===== config.mk =====
export PLATFORM = sky130hd
export DESIGN_NAME = alu_pipe_flat
export DESIGN_NICKNAME = d
export VERILOG_FILES = /design/src/rtl/alu_pkg.sv /design/src/rtl/alu_pipe_if.sv /design/src/rtl/alu_mul_pipe.sv /design/src/rtl/alu_pipe.sv /design/src/flat_wrapper.sv
export SDC_FILE = /design/constraint.sdc
export NUM_CORES = 1
export LEC_CHECK = 0
export CAP_MARGIN = 0
export CORE_MARGIN = 1.5
export CORE_UTILIZATION = 45
export CTS_CLUSTER_DIAMETER = 80
export CTS_CLUSTER_SIZE = 24
export DETAILED_ROUTE_END_ITERATION = 10
export SYNTH_ARGS = -nofsm -noshare
export SYNTH_HDL_FRONTEND = slang
export SYNTH_HIERARCHICAL = 1
export SYNTH_SLANG_ARGS = --single-unit

===== constraint.sdc =====
create_clock -name clk -period 2.8 [get_ports clk]
set_clock_uncertainty 0.15 [all_clocks]
set_input_delay 0.84 -clock clk [delete_from_list [all_inputs] [get_ports clk]]
set_output_delay 0.84 -clock clk [all_outputs]
set_load 0.05 [all_outputs]

===== src/rtl/alu_pkg.sv =====
// Shared opcode, compare-flag and FSM encodings for the execute-stage ALU.
// ALU_SIGNED_EN enables the OP_CMPS/OP_ASR opcodes in alu_pipe.
package alu_pkg;

  localparam logic [3:0] OP_ADD  = 4'd0;
  localparam logic [3:0] OP_LD   = 4'd1;
  localparam logic [3:0] OP_ST   = 4'd2;
  localparam logic [3:0] OP_SUB  = 4'd3;
  localparam logic [3:0] OP_MUL  = 4'd4;
  localparam logic [3:0] OP_CMP  = 4'd5;
  localparam logic [3:0] OP_MOV  = 4'd6;
  localparam logic [3:0] OP_OR   = 4'd7;
  localparam logic [3:0] OP_AND  = 4'd8;
  localparam logic [3:0] OP_NOT  = 4'd9;
  localparam logic [3:0] OP_LSL  = 4'd10;
  localparam logic [3:0] OP_LSR  = 4'd11;
  localparam logic [3:0] OP_CMPS = 4'd12;
  localparam logic [3:0] OP_ASR  = 4'd13;

  localparam logic [1:0] CMP_LT = 2'd0;
  localparam logic [1:0] CMP_EQ = 2'd1;
  localparam logic [1:0] CMP_GT = 2'd2;

  typedef enum logic {
    ST_IDLE = 1'b0,
    ST_MUL  = 1'b1
  } alu_state_e;

  function automatic logic [1:0] cmp_code(input logic lt, input logic eq);
    return eq ? CMP_EQ : (lt ? CMP_LT : CMP_GT);
  endfunction

endpackage


===== src/rtl/alu_pipe_if.sv =====
// Request/response bundle between an issue slot and its alu_pipe instance.
// The slave side is the ALU; the master side is the producer/consumer.
interface alu_pipe_if #(
  parameter int WIDTH = 16,
  parameter int IMM_W = 5
);
  logic             in_valid;
  logic             in_ready;
  logic [3:0]       op;
  logic [WIDTH-1:0] op1;
  logic [WIDTH-1:0] op2;
  logic [IMM_W-1:0] imm;
  logic             use_imm;
  logic             out_valid;
  logic             out_ready;
  logic [WIDTH-1:0] result;
  logic [1:0]       cmp_flag;
  logic             illegal;
  logic             busy;

  modport master (
    output in_valid, op, op1, op2, imm, use_imm, out_ready,
    input  in_ready, out_valid, result, cmp_flag, illegal, busy
  );

  modport slave (
    input  in_valid, op, op1, op2, imm, use_imm, out_ready,
    output in_ready, out_valid, result, cmp_flag, illegal, busy
  );
endinterface


===== src/rtl/alu_mul_pipe.sv =====
// MUL datapath: MUL_LAT-1 product stages ahead of the top-level result register.
// With MUL_LAT=1 the product is purely combinational and done is tied high.
module alu_mul_pipe
  import alu_pkg::*;
#(
  parameter int WIDTH   = 16,
  parameter int MUL_LAT = 2
) (
  input  logic             clk,
  input  logic             rst_n,
  input  logic             start,
  input  logic             take,
  input  logic [WIDTH-1:0] a,
  input  logic [WIDTH-1:0] b,
  output logic [WIDTH-1:0] product,
  output logic             done
);

  logic [WIDTH-1:0] prod_c;
  assign prod_c = a * b;

  generate
    if (MUL_LAT == 1) begin : g_comb
      logic unused_comb;
      assign unused_comb = ^{clk, rst_n, start, take};
      assign product = prod_c;
      assign done    = 1'b1;
    end else begin : g_pipe
      localparam int STAGES = MUL_LAT - 1;

      logic [WIDTH-1:0]  stage_q [STAGES];
      logic [STAGES-1:0] vld_q;
      logic [STAGES-1:0] vld_d;
      logic [STAGES:0]   vld_chain;

      assign vld_chain = {vld_q, start};

      // the last valid bit is sticky so a stalled product stays flagged until taken
      always_comb begin
        vld_d           = vld_chain[STAGES-1:0];
        vld_d[STAGES-1] = vld_chain[STAGES-1] | (vld_q[STAGES-1] & ~take);
      end

      always_ff @(posedge clk or negedge rst_n) begin
        if (!rst_n) begin
          vld_q <= '0;
          for (int k = 0; k < STAGES; k++) stage_q[k] <= '0;
        end else begin
          vld_q <= vld_d;
          if (start) stage_q[0] <= prod_c;
          for (int k = 1; k < STAGES; k++) stage_q[k] <= stage_q[k-1];
        end
      end

      assign product = stage_q[STAGES-1];
      assign done    = vld_q[STAGES-1];
    end
  endgenerate

endmodule


===== src/rtl/alu_pipe.sv =====
// Pipelined execute-stage ALU: valid/ready in, registered result out, multi-cycle MUL.
// Define ALU_SIGNED_EN to add CMPS (opcode 12) and ASR (opcode 13).
//
// state   | meaning
// ST_IDLE | accepting ops; single-cycle results load straight into the output register
// ST_MUL  | MUL in flight; counter runs down, then waits for a free output slot
module alu_pipe
  import alu_pkg::*;
#(
  parameter int WIDTH   = 16,
  parameter int IMM_W   = 5,
  parameter int MUL_LAT = 2
) (
  input logic      clk,
  input logic      rst_n,
  alu_pipe_if.slave bus
);

  localparam bit   MUL_MULTI = (MUL_LAT > 1);
  localparam int   CNT_W     = (MUL_LAT > 1) ? $clog2(MUL_LAT) : 1;
  localparam logic [WIDTH-1:0] SHIFT_LIM = WIDTH'(WIDTH);

  alu_state_e       state_q, state_d;
  logic [CNT_W-1:0] cnt_q, cnt_d;
  logic [WIDTH-1:0] a_opnd, b_opnd, res_c, mul_prod, result_q;
  logic [1:0]       cmp_c, cmp_q;
  logic             ill_c, out_valid_q, illegal_q;
  logic             slot_free, accept, mul_start, mul_take, mul_done, load_single;

  assign a_opnd      = bus.op1;
  assign b_opnd      = bus.use_imm ? WIDTH'(bus.imm) : bus.op2;
  assign slot_free   = !out_valid_q || bus.out_ready;
  assign accept      = bus.in_valid && bus.in_ready;
  assign mul_start   = accept && (bus.op == OP_MUL) && MUL_MULTI;
  assign load_single = accept && !mul_start;

  alu_mul_pipe #(.WIDTH(WIDTH), .MUL_LAT(MUL_LAT)) u_mul (
    .clk     (clk),
    .rst_n   (rst_n),
    .start   (mul_start),
    .take    (mul_take),
    .a       (a_opnd),
    .b       (b_opnd),
    .product (mul_prod),
    .done    (mul_done)
  );

`ifdef ALU_SIGNED_EN
  logic [WIDTH-1:0] asr_c;
  assign asr_c = $signed(a_opnd) >>> b_opnd;
`endif

  always_comb begin
    res_c = '0;
    ill_c = 1'b0;
    cmp_c = cmp_q;
    case (bus.op)
      OP_ADD, OP_LD, OP_ST: res_c = a_opnd + b_opnd;
      OP_SUB:  res_c = a_opnd - b_opnd;
      OP_MUL:  res_c = mul_prod;
      OP_CMP: begin
        res_c = WIDTH'(a_opnd == b_opnd);
        cmp_c = cmp_code(a_opnd < b_opnd, a_opnd == b_opnd);
      end
      OP_MOV:  res_c = b_opnd;
      OP_OR:   res_c = a_opnd | b_opnd;
      OP_AND:  res_c = a_opnd & b_opnd;
      OP_NOT:  res_c = ~a_opnd;
      OP_LSL:  res_c = (b_opnd >= SHIFT_LIM) ? '0 : (a_opnd << b_opnd);
      OP_LSR:  res_c = (b_opnd >= SHIFT_LIM) ? '0 : (a_opnd >> b_opnd);
`ifdef ALU_SIGNED_EN
      OP_CMPS: begin
        res_c = WIDTH'(a_opnd == b_opnd);
        cmp_c = cmp_code($signed(a_opnd) < $signed(b_opnd), a_opnd == b_opnd);
      end
      OP_ASR:  res_c = (b_opnd >= SHIFT_LIM) ? {WIDTH{a_opnd[WIDTH-1]}} : asr_c;
`endif
      default: ill_c = 1'b1;
    endcase
  end

  always_comb begin
    state_d      = state_q;
    cnt_d        = cnt_q;
    mul_take     = 1'b0;
    bus.in_ready = (state_q == ST_IDLE) && slot_free;
    bus.busy     = (state_q == ST_MUL);
    case (state_q)
      ST_IDLE: begin
        if (mul_start) begin
          state_d = ST_MUL;
          cnt_d   = CNT_W'(MUL_LAT - 1);
        end
      end
      ST_MUL: begin
        if (cnt_q != '0) begin
          cnt_d = cnt_q - CNT_W'(1);
        end else if (mul_done && slot_free) begin
          mul_take = 1'b1;
          state_d  = ST_IDLE;
        end
      end
      default: state_d = ST_IDLE;
    endcase
  end

  always_ff @(posedge clk or negedge rst_n) begin
    if (!rst_n) begin
      state_q <= ST_IDLE;
      cnt_q   <= '0;
    end else begin
      state_q <= state_d;
      cnt_q   <= cnt_d;
    end
  end

  always_ff @(posedge clk or negedge rst_n) begin
    if (!rst_n) begin
      out_valid_q <= 1'b0;
      result_q    <= '0;
      illegal_q   <= 1'b0;
      cmp_q       <= CMP_LT;
    end else if (load_single) begin
      out_valid_q <= 1'b1;
      result_q    <= res_c;
      illegal_q   <= ill_c;
      cmp_q       <= cmp_c;
    end else if (mul_take) begin
      out_valid_q <= 1'b1;
      result_q    <= mul_prod;
      illegal_q   <= 1'b0;
    end else if (bus.out_ready) begin
      out_valid_q <= 1'b0;
      illegal_q   <= 1'b0;
    end
  end

  assign bus.out_valid = out_valid_q;
  assign bus.result    = result_q;
  assign bus.illegal   = illegal_q;
  assign bus.cmp_flag  = cmp_q;

endmodule


===== src/flat_wrapper.sv =====
// flat-port wrapper written by rule: the top's interface ports become plain ports
module alu_pipe_flat import alu_pkg::*;
#(
  parameter int WIDTH   = 16,
  parameter int IMM_W   = 5,
  parameter int MUL_LAT = 2
)
  (clk, rst_n, bus_in_valid, bus_op, bus_op1, bus_op2, bus_imm, bus_use_imm, bus_out_ready, bus_in_ready, bus_out_valid, bus_result, bus_cmp_flag, bus_illegal, bus_busy);
  alu_pipe_if #(.WIDTH(WIDTH), .IMM_W(IMM_W)) bus_i ();
  input logic clk;
  input logic rst_n;
  input wire logic [$bits(bus_i.in_valid)-1:0] bus_in_valid;
  input wire logic [$bits(bus_i.op)-1:0] bus_op;
  input wire logic [$bits(bus_i.op1)-1:0] bus_op1;
  input wire logic [$bits(bus_i.op2)-1:0] bus_op2;
  input wire logic [$bits(bus_i.imm)-1:0] bus_imm;
  input wire logic [$bits(bus_i.use_imm)-1:0] bus_use_imm;
  input wire logic [$bits(bus_i.out_ready)-1:0] bus_out_ready;
  output wire logic [$bits(bus_i.in_ready)-1:0] bus_in_ready;
  output wire logic [$bits(bus_i.out_valid)-1:0] bus_out_valid;
  output wire logic [$bits(bus_i.result)-1:0] bus_result;
  output wire logic [$bits(bus_i.cmp_flag)-1:0] bus_cmp_flag;
  output wire logic [$bits(bus_i.illegal)-1:0] bus_illegal;
  output wire logic [$bits(bus_i.busy)-1:0] bus_busy;
  assign bus_i.in_valid = bus_in_valid;
  assign bus_i.op = bus_op;
  assign bus_i.op1 = bus_op1;
  assign bus_i.op2 = bus_op2;
  assign bus_i.imm = bus_imm;
  assign bus_i.use_imm = bus_use_imm;
  assign bus_i.out_ready = bus_out_ready;
  assign bus_in_ready = bus_i.in_ready;
  assign bus_out_valid = bus_i.out_valid;
  assign bus_result = bus_i.result;
  assign bus_cmp_flag = bus_i.cmp_flag;
  assign bus_illegal = bus_i.illegal;
  assign bus_busy = bus_i.busy;
  alu_pipe #(.WIDTH(WIDTH), .IMM_W(IMM_W), .MUL_LAT(MUL_LAT)) u_core (.clk(clk), .rst_n(rst_n), .bus(bus_i));
endmodule

## Word level (Yosys, flattened, before mapping)

Index checks and enable logic that the tools add are counted.

- Eq/ne operators: 13
- Multiply operators: 1
- Add/subtract/negate cells: 3
- Bitwise gates (word level): 7
- Reduce and logical (&&, ||, !) cells: 14
- Muxes and demuxes: 24
- Magnitude comparators: 2
- Shifts and indexed selects: 2

Operator list:

| cell | count |
|---|---|
| $pmux W16 S10 | 1 |
| $mux W16 | 5 |
| $add A16 B16 Y16 | 1 |
| $and A16 B16 Y16 | 1 |
| $eq A16 B16 Y1 | 1 |
| $eq A4 B3 Y1 const B | 4 |
| $eq A4 B4 Y1 const B | 4 |
| $ge A16 B5 Y1 const B | 1 |
| $lt A16 B16 Y1 | 1 |
| $mul A16 B16 Y16 | 1 |
| $not A16 Y16 | 1 |
| $or A16 B16 Y16 | 1 |
| $shl A16 B16 Y16 | 1 |
| $shr A16 B16 Y16 | 1 |
| $sub A16 B16 Y16 | 1 |
| $mux W1 | 14 |
| $reduce_or A12 Y1 | 1 |
| $eq A4 B2 Y1 const B | 2 |
| $logic_and A1 B1 Y1 | 5 |
| $eq A4 B1 Y1 const B | 1 |
| $logic_not A4 Y1 | 1 |
| $mux W2 | 2 |
| $pmux W1 S2 | 2 |
| $reduce_bool A3 Y1 | 1 |
| 10 further kinds | 12 |

- Bits of input ports: 46
- Word-level logic and storage cells: 74
- Register bits after elaboration: 39
- Output and inout bits: 22

## Logic depth before layout (Yosys ltp)

Gate-level depths: netlist of the first run.

- Depth in word-level cells: 9
- Mapped depth: 26
- Mapped depth without buffers: 23

## By module

Netlist of the first run, hierarchy kept.

By module, submodules not included:

| module | cells each | sequential area each (µm²) | area each (µm²) | times used |
|---|---|---|---|---|
| alu_pipe | 670 | 550.5 | 5077.4 | 1 |
| alu_mul_pipe | 520 | 425.4 | 4583.1 | 1 |

## Worst setup path after synthesis of the first run

No wires, ideal clock.

- Kind: input-to-reg
- Start: input bus_use_imm
- End: register u_core.u_mul.g_pipe.stage_q, in the netlist u_core/u_mul/product[14]
- Slack: -3961 ps
- Stages: 24
- Data arrival time: 6486 ps
- Data required time: 2525 ps
- Cells stage by stage: buf_6 -> mux2i_1 -> inv_2 -> buf_1 -> clkbuf_1 -> nand2_1 -> fa_1 -> fa_1 -> inv_1 -> fa_1 -> inv_1 -> fa_1 -> inv_1 -> fa_1 -> inv_1 -> fa_1 -> inv_1 -> ha_1 -> a21oi_1 -> a21boi_0 -> o21ai_0 -> o21bai_1 -> xor2_1 -> mux2_2

- Cells in the longest elaborated chain, start to end: 2

Ends and longest elaborated chain:

| element | line | source |
|---|---|---|
| from (decl) | flat_wrapper.sv:17 | `input wire logic [$bits(bus_i.use_imm)-1:0] bus_use_imm;` |
| $mux W16 | alu_pipe.sv:31 | `assign b_opnd = bus.use_imm ? WIDTH'(bus.imm) : bus.op2;` |
| net u_core.b_opnd[2] | alu_pipe.sv:25 | `logic [WIDTH-1:0] a_opnd, b_opnd, res_c, mul_prod, result_q;` |
| $mul A16 B16 Y16 | alu_mul_pipe.sv:20 | `assign prod_c = a * b;` |
| to (decl) | alu_mul_pipe.sv:31 | `logic [WIDTH-1:0] stage_q [STAGES];` |

The timed path passes the listed nets, and every way through them passes these cells.
A chain may end at the register's enable or synchronous reset.

## Worst setup path after layout of the first run

- Start: input bus_op2[9]
- End: register u_core.u_mul.g_pipe.stage_q, in the netlist u_core/u_mul/product[14]

- Cells in the longest elaborated chain, start to end: 2

Ends and longest elaborated chain:

| element | line | source |
|---|---|---|
| from (decl) | flat_wrapper.sv:15 | `input wire logic [$bits(bus_i.op2)-1:0] bus_op2;` |
| $mux W16 | alu_pipe.sv:31 |  |
| net u_core.b_opnd[9] | alu_pipe.sv:25 |  |
| $mul A16 B16 Y16 | alu_mul_pipe.sv:20 |  |

The timed path passes the listed nets, and every way through them passes these cells.

==> results.md, run 1 <==
* Synth cell types at 80
* Cell mode on critical path: fa_1
* Fin util at 70.2%
* Initial antenna violation count at 2
* Minimum clock period at 5840 ps
* Worst setup margin at -3040 ps
* Hold Vio Cnt, Final at 0
* PD cells at 532 nW/µm²
* Clock buffer depth at 2
* Gr usage total at 36.6%
* Pint at 4.36 mW
* FP Rows at 53
* Fillers at 1,687
* Peak Freq at 171 MHz
* Violated checks: negative setup slack
* DRT Pass-1 Iters at 5
* Area share of the largest cell type after synthesis at 17.0%
* # Max-Cap Violations at 0
* CTS Root Cell: clkbuf_16
* TritonCTS clock tree: yes
* Hold_ws at 338 ps
* Synth area leader: fa_1
* Unrepaired setup endpoints after global routing: true
* Proportion of power drawn by combinational gates at 84.2%
* Switching pwr at 3.49 mW
* Num CTS Buffers at 5
* WP data arrival at 5870 ps
* GPL Wtd Cong at 0.985
* Outcome: finished, violations left
* Final net count at 1,824
* Share of cells above drive strength 1 at 38.6%
* Maximum VDD drop at 0.000667 V
* Crit start category: input pin
* Crit-path cells: dlygate4sd2_1, nand2b_1, inv_1, buf_4, buf_4, and2_1, fa_1, ha_2, fa_1, inv_1, fa_1, inv_1, fa_1, inv_1, fa_1, inv_2, ha_4, a21oi_4, nand2b_1, a21oi_2, o21bai_1, xor2_1, mux2_4
* Initial DRC count at 960
* Synthesized netlist cell count at 1,190
* Io pins at 68
* Area after DPL at 13,200 µm²
* Sequential share of the synthesized area at 10.1%
* TNS Setup at -71,470 ps
* Post-synthesis cell area at 9660 µm²
* Via Count at 10,874
* Pleak at 6.95 nW
* Core Box Area at 21,000 µm²
* Inserted Diodes at 0
* Ys async rst share at 100%
* Worst-skew pair later-pin latency at 290 ps
* First-pass GRT wire length at 61,300 µm
* Antenna viol nets, final at 0
* Number of synthesized flops with an enable pin at 0
* Placed Instances at 1,803
* Slew margin rel. at 59.4%
* Crit-path slowest cell: fa_1
* Crit path largest cell delay at 520 ps
* Avg Vias per Cell at 5.80
* Largest net degree at the start of global routing at 40
* Final period utilization at 209%
* Vias in the first global route at 10,581
* Die width at 150 µm
* Final Setup Violations at 32
* Slew Viols, Final at 0
* Routed WL at 41,900 µm
* Critical path type: in -> reg
* Ys Warns at 6
* Seq cells post-synth at 39
* Sw Share at 44.5%
* Area Overhead vs Synth at 52.8%
* Remaining global-route overflow at 0
* Non-Filler Instances at 1,875
* Clock Power Share at 8.6%
* WL per Instance at 22.3 µm
* Tightest Pin Transition at 594 ps
* TritonCTS sink count at 39
* Critical Path RT at 2830 ps
* Die height at 150 µm
* Hold_buf cts at 0
* Post-synth net total at 1,415
* Crit. End Element: register
* Leading register cell type out of synthesis: dfrtp_1
* Tightest Hold Check Type: reg -> reg
* Post-synthesis average cell area at 8.12 µm²
* Top post-synthesis cells by area: fa_1, ha_1, dfrtp_1
* Buffers added on ports at 67
* Seq pwr share at 7.2%
* DP Wirelength at 32,300 µm
* CTS clk-pin slew, worst paths at 60 ps
* Cell area after layout at 14,800 µm²
* H-tree levels at 2
* Die ar. at 22,400 µm²
* Initial core utilization at 46.0%
* DRC violations left at 0
* Worst-path maximum fanout at 4
## cell usage after synthesis (11+ instances only)
cell	instances
clkbuf_1	41
o22ai_1	22
o31ai_1	11
xnor2_1	35
fa_1	82
dfrtp_1	39
nor3_1	20
inv_1	176
nand2b_1	21
a211oi_1	18
mux2i_1	39
mux2_2	19
nor2_1	61
and2_1	62
a21oi_1	50
o21ai_0	52
ha_1	97
o21bai_1	11
nand3_1	16
nand2_1	123
a31oi_1	11
## kinds of logic after synthesis
group	share of synthesized area, %
multiplexers	9.21
XOR/XNOR	4.39
AND/OR/NAND/NOR	18.1
adder cells (fa/ha/maj)	29.6
AO/OA/AOI/OAI	18.6
flip-flops	10.1
buffers and inverters	10.0
## power by group through the flow
stage	sequential, mW	combinational [mW]	clock (mW)
final	0.563	6.62	0.676
after global routing	0.563	7.17	0.710
after CTS	0.563	5.89	0.686
after detailed placement	0.574	5.57	0
after global placement	0.574	5.46	0
after floorplan	0.574	3.56	0
## cells in the final DEF (no fill, tap or decap), types with 7 or more instances in the layout
cell and count:
nor4_1 9, buf_6 25, o21ai_1 12, o21ai_2 13, xor2_1 9, inv_1 152, and2_1 53, nor2_1 58
o22ai_1 22, inv_2 23, a31oi_1 10, nand3_1 14, nand2_2 8, mux4_2 8, ha_4 28, o21a_1 9
and2_4 9, mux2i_1 34, nand2_1 115, dlygate4sd2_1 17, o31ai_1 10, a211oi_1 14, nor3_1 16, clkdlybuf4s50_1 35
ha_1 64, nand2b_1 19, buf_4 348, o21bai_1 9, mux2_4 7, dfrtp_1 39, a21oi_1 35, mux2_2 12
xnor2_1 32, buf_12 13, fa_1 76, a21oi_2 12, o21ai_0 31
## sequential cells by signal (all words and copies together), names as in the netlist
signal,count
u_core/bus.busy,1
u_core/bus.out_valid,1
u_core/u_mul/product,16
u_core/bus.result,16
u_core/bus.cmp_flag,2
u_core/u_mul/done,1
u_core/cnt_q,1
u_core/bus.illegal,1
## critical path: cells and delay by family
family / cells / cell delay (ps)
compound gates: 3 / 410
xor+xnor: 1 / 180
fa+ha+maj: 7 / 2890
buf+inv: 8 / 880
mux: 1 / 260
simple gates: 3 / 400
## final cells by class
cell class / instances / area (µm²) / share of cell area (%)
flip-flops and latches: 39 / 976 / 6.61
inverters: 178 / 681 / 4.61
clock inverters: 3 / 43.8 / 0.297
well taps: 275 / 344 / 2.33
repair buffers: 461 / 3960 / 26.8
multi-input cells: 914 / 8630 / 58.5
clock buffers: 5 / 125 / 0.847
## what timing repair did
item | in CTS | in global routing
buffers inserted | 42 | 23
setup endpoints to repair | 34 | 34
resized for setup | 190 | 92
pin swaps | 60 | 69
cloned | 2 | 1
## path summary, 6_finish.rpt
| path | startpoint | endpoint | slack [ps] | depth (start not counted) |
|---|---|---|---|---|
| setup / recovery | bus_op2[9] | u_core/u_mul/product[14]$_DFFE_PN0P_ | -3040 | 23 |
| hold / removal | u_core/bus.cmp_flag[1]$_DFFE_PN0P_ | u_core/bus.cmp_flag[1]$_DFFE_PN0P_ | 340 | 2 |
| setup reg to reg | u_core/bus.busy$_DFF_PN0_ | u_core/bus.result[6]$_DFFE_PN0P_ | 290 | 7 |
| hold reg to reg | u_core/bus.cmp_flag[1]$_DFFE_PN0P_ | u_core/bus.cmp_flag[1]$_DFFE_PN0P_ | 340 | 2 |
| max in group asynchronous | rst_n | u_core/u_mul/product[12]$_DFFE_PN0P_ | 1670 | 2 |
| min in group asynchronous | rst_n | u_core/bus.busy$_DFF_PN0_ | 460 | 2 |
## routing by layer
| metal | track usage [%] | part of all wire [%] | vias to the layer above |
|---|---|---|---|
| met5 | 0 | 0.036 | - |
| met4 | 12.0 | 3.4 | 2 |
| met3 | 6.13 | 9.3 | 119 |
| met2 | 57.7 | 45 | 578 |
| met1 | 50.9 | 42 | 5273 |
| li1 | - | - | 4902 |
## stage by stage
step	total power, mW	setup WS, ps
global route	8.44	-3180
detailed placement	6.14	-4030
CTS	7.14	-3120
global placement	6.04	-3880
floorplan	4.13	-3470
finish	7.86	-3040
Note: power is estimated with default switching activity, not from simulation.
==> inputs of run 2 (changes only) <==
--- a/config.mk
+++ b/config.mk
@@ -11,7 +11,9 @@
 export CTS_CLUSTER_DIAMETER = 80
 export CTS_CLUSTER_SIZE = 24
 export DETAILED_ROUTE_END_ITERATION = 10
+export SETUP_SLACK_MARGIN = 0.05
 export SYNTH_ARGS = -nofsm -noshare
 export SYNTH_HDL_FRONTEND = slang
 export SYNTH_HIERARCHICAL = 1
 export SYNTH_SLANG_ARGS = --single-unit
+export TNS_END_PERCENT = 100
==> results.md, run 2 (same netlist as run 1, synthesis figures left out) <==
* Outcome: finished, violations left
* Violated checks: negative setup slack
* CTS Root Cell: clkbuf_16
* Die ar. at 22,400 µm² (unchanged)
* Unrepaired setup endpoints after global routing: true
* Critical path type: in -> reg
* Share of cells above drive strength 1 at 38.6% (+0.087 points)
* Fillers at 1,672 (-0.89%)
* First-pass GRT wire length at 61,400 µm (+0.18%)
* H-tree levels at 2 (unchanged)
* Slew margin rel. at 57.3% (-2.1 points)
* Buffers added on ports at 67 (unchanged)
* Peak Freq at 172 MHz (+0.26%)
* Final Setup Violations at 32 (unchanged)
* Maximum VDD drop at 0.000630 V (-5.7%)
* CTS clk-pin slew, worst paths at 60 ps (about the same)
* Core Box Area at 21,000 µm² (unchanged)
* Sw Share at 44.4% (-0.058 points)
* Clock buffer depth at 2 (unchanged)
* Buf/Inv on CP at 8 (unchanged)
* Largest net degree at the start of global routing at 40 (unchanged)
* Proportion of power drawn by combinational gates at 84.2% (about the same)
* Max layer used: met4
* Avg Vias per Cell at 5.76 (-0.68%)
* Initial antenna violation count at 2 (unchanged)
* Routed WL at 41,800 µm (-0.22%)
* Inserted Diodes at 0 (unchanged)
* Worst slack at placement at -4030 ps (unchanged)
* Cell mode on critical path: fa_1
* Pleak at 6.95 nW (about the same)
* Seq pwr share at 7.2% (about the same)
* DRT Pass-1 Iters at 5 (unchanged)
* Pint at 4.37 mW (+0.12%)
* Area after DPL at 13,200 µm² (unchanged)
* Gr usage total at 36.7% (+0.068 points)
* WP data arrival at 5850 ps (-20 ps)
* Hold_ws at 337 ps (-1.22 ps)
* Crit start category: input pin
* Area Overhead vs Synth at 53.0%
* Commonest non-fill, non-tap cell in the layout: buf_4
* Hold Vio Cnt, Final at 0 (unchanged)
* Via Count at 10,794 (-0.74%)
* Worst setup margin at -3030 ps (+15.0 ps)
* Initial DRC count at 1,020 (+6.3%)
* Crit-path slowest cell: fa_1
* DP Wirelength at 32,300 µm (unchanged)
* Multi-input gate area at 8650 µm² (+0.20%)
* Io pins at 68 (unchanged)
* WL per Instance at 22.3 µm (-0.16%)
* Vias in the first global route at 10,606 (+0.24%)
* Die height at 150 µm (unchanged)
* # Max-Cap Violations at 0 (unchanged)
* Flop2flop setup slack at 270 ps (-20 ps)
* Crit path largest cell delay at 520 ps (about the same)
* Switching pwr at 3.49 mW (-0.11%)
* Tightest Pin Transition at 625 ps (+30.6 ps)
* Met1 Wirelength at 17,900 µm (+2.2%)
* Hold_buf cts at 0 (unchanged)
* TritonCTS clock tree: yes
* Crit. End Element: register
* GPL Wtd Cong at 0.985 (unchanged)
* DRC violations left at 0 (unchanged)
* Clock Power Share at 8.6% (about the same)
* TNS Setup at -71,730 ps (-262 ps)
* Final net count at 1,823 (-0.055%)
* Cell area after layout at 14,800 µm² (+0.14%)
* PD cells at 531 nW/µm² (-0.12%)
* Num CTS Buffers at 5 (unchanged)
* Slew Viols, Final at 0 (unchanged)
* Register Area at 976 µm² (unchanged)
* Critical Path RT at 2820 ps (about the same)
* Die width at 150 µm (unchanged)
* FP Rows at 53 (unchanged)
* Met2 routed WL at 19,100 µm (+0.45%)
* Remaining global-route overflow at 0 (unchanged)
* Worst-path maximum fanout at 4 (unchanged)
* Met3 wire length at 3490 µm (-11%)
* Worst-skew pair later-pin latency at 290 ps (about the same)
* Crit path max-delay family: adder cells
* Commonest non-fill, non-tap cells in the layout: buf_4, inv_1, nand2_1
* TritonCTS sink count at 39 (unchanged)
* Minimum clock period at 5830 ps (-15.0 ps)
* Fin util at 70.3% (+0.095 points)
* Antenna viol nets, final at 0 (unchanged)
* Crit-path cells: dlygate4sd2_1, nand2b_1, inv_1, buf_4, buf_4, and2_1, fa_1, ha_2, fa_1, inv_1, fa_1, inv_1, fa_1, inv_1, fa_1, inv_2, ha_4, a21oi_4, nand2b_1, a21oi_2, o21bai_1, xor2_1, mux2_4
* Initial core utilization at 46.0% (unchanged)
* Final period utilization at 208% (-0.53 points)
* Tightest Hold Check Type: reg -> reg
==> run 2: worst register-to-register path, cell delays in order (launching register included) <==
cell and delay (ps):
dfrtp_1 400, inv_1 140, nand4_2 170, a21oi_1 510, buf_4 260, nand2_1 120, a311oi_1 500, o32a_1 230
==> run 2: final cells by class <==
cell class                      count  area share, %
Tap cell                          275           2.33
Inverter                          178           4.60
Multi-Input combinational cell    914           58.5
Clock buffer                        5          0.846
Timing Repair Buffer              460           26.8
Sequential cell                    39           6.60
Clock inverter                      3          0.296
==> run 2: worst paths after layout <==
kind | end | startpoint | depth (start not counted)
min in group asynchronous | u_core/bus.busy$_DFF_PN0_ | rst_n | 2
max in group asynchronous | u_core/u_mul/product[12]$_DFFE_PN0P_ | rst_n | 2
min | u_core/bus.cmp_flag[1]$_DFFE_PN0P_ | u_core/bus.cmp_flag[1]$_DFFE_PN0P_ | 2
max reg2reg | u_core/bus.result[6]$_DFFE_PN0P_ | u_core/bus.busy$_DFF_PN0_ | 7
min reg2reg | u_core/bus.cmp_flag[1]$_DFFE_PN0P_ | u_core/bus.cmp_flag[1]$_DFFE_PN0P_ | 2
max | u_core/u_mul/product[14]$_DFFE_PN0P_ | bus_op2[9] | 23
==> run 2: metal layers <==
metal  vias to the layer above  global-route usage (%)
met5                         -                       0
met2                       514                    57.5
met4                         0                    12.8
met3                       101                    6.04
li1                       4898                       -
met1                      5281                    51.0
==> run 2: through the flow <==
step,cells,power [mW]
4_1_cts,1856,7.15
2_1_floorplan,1190,4.13
3_3_place_gp,1803,6.04
5_1_grt,1874,8.44
6_report,1874,7.86
3_5_place_dp,1803,6.14
==> run 2: timing repair <==
action | in CTS | in global routing
gates resized for setup | 188 | 94
pin swaps | 59 | 64
cloned | 2 | 1
setup buffers | 43 | 17
endpoints found under the setup margin | 34 | 34
hold endpoints to repair | 0 | 0
==> run 2: power groups by stage <==
stage	logic (mW)	registers, mW	clock network (mW)
2_1_floorplan	3.56	0.574	0
3_5_place_dp	5.57	0.574	0
5_1_grt	7.17	0.563	0.708
6_report	6.62	0.563	0.675
4_1_cts	5.90	0.563	0.686
3_3_place_gp	5.46	0.574	0
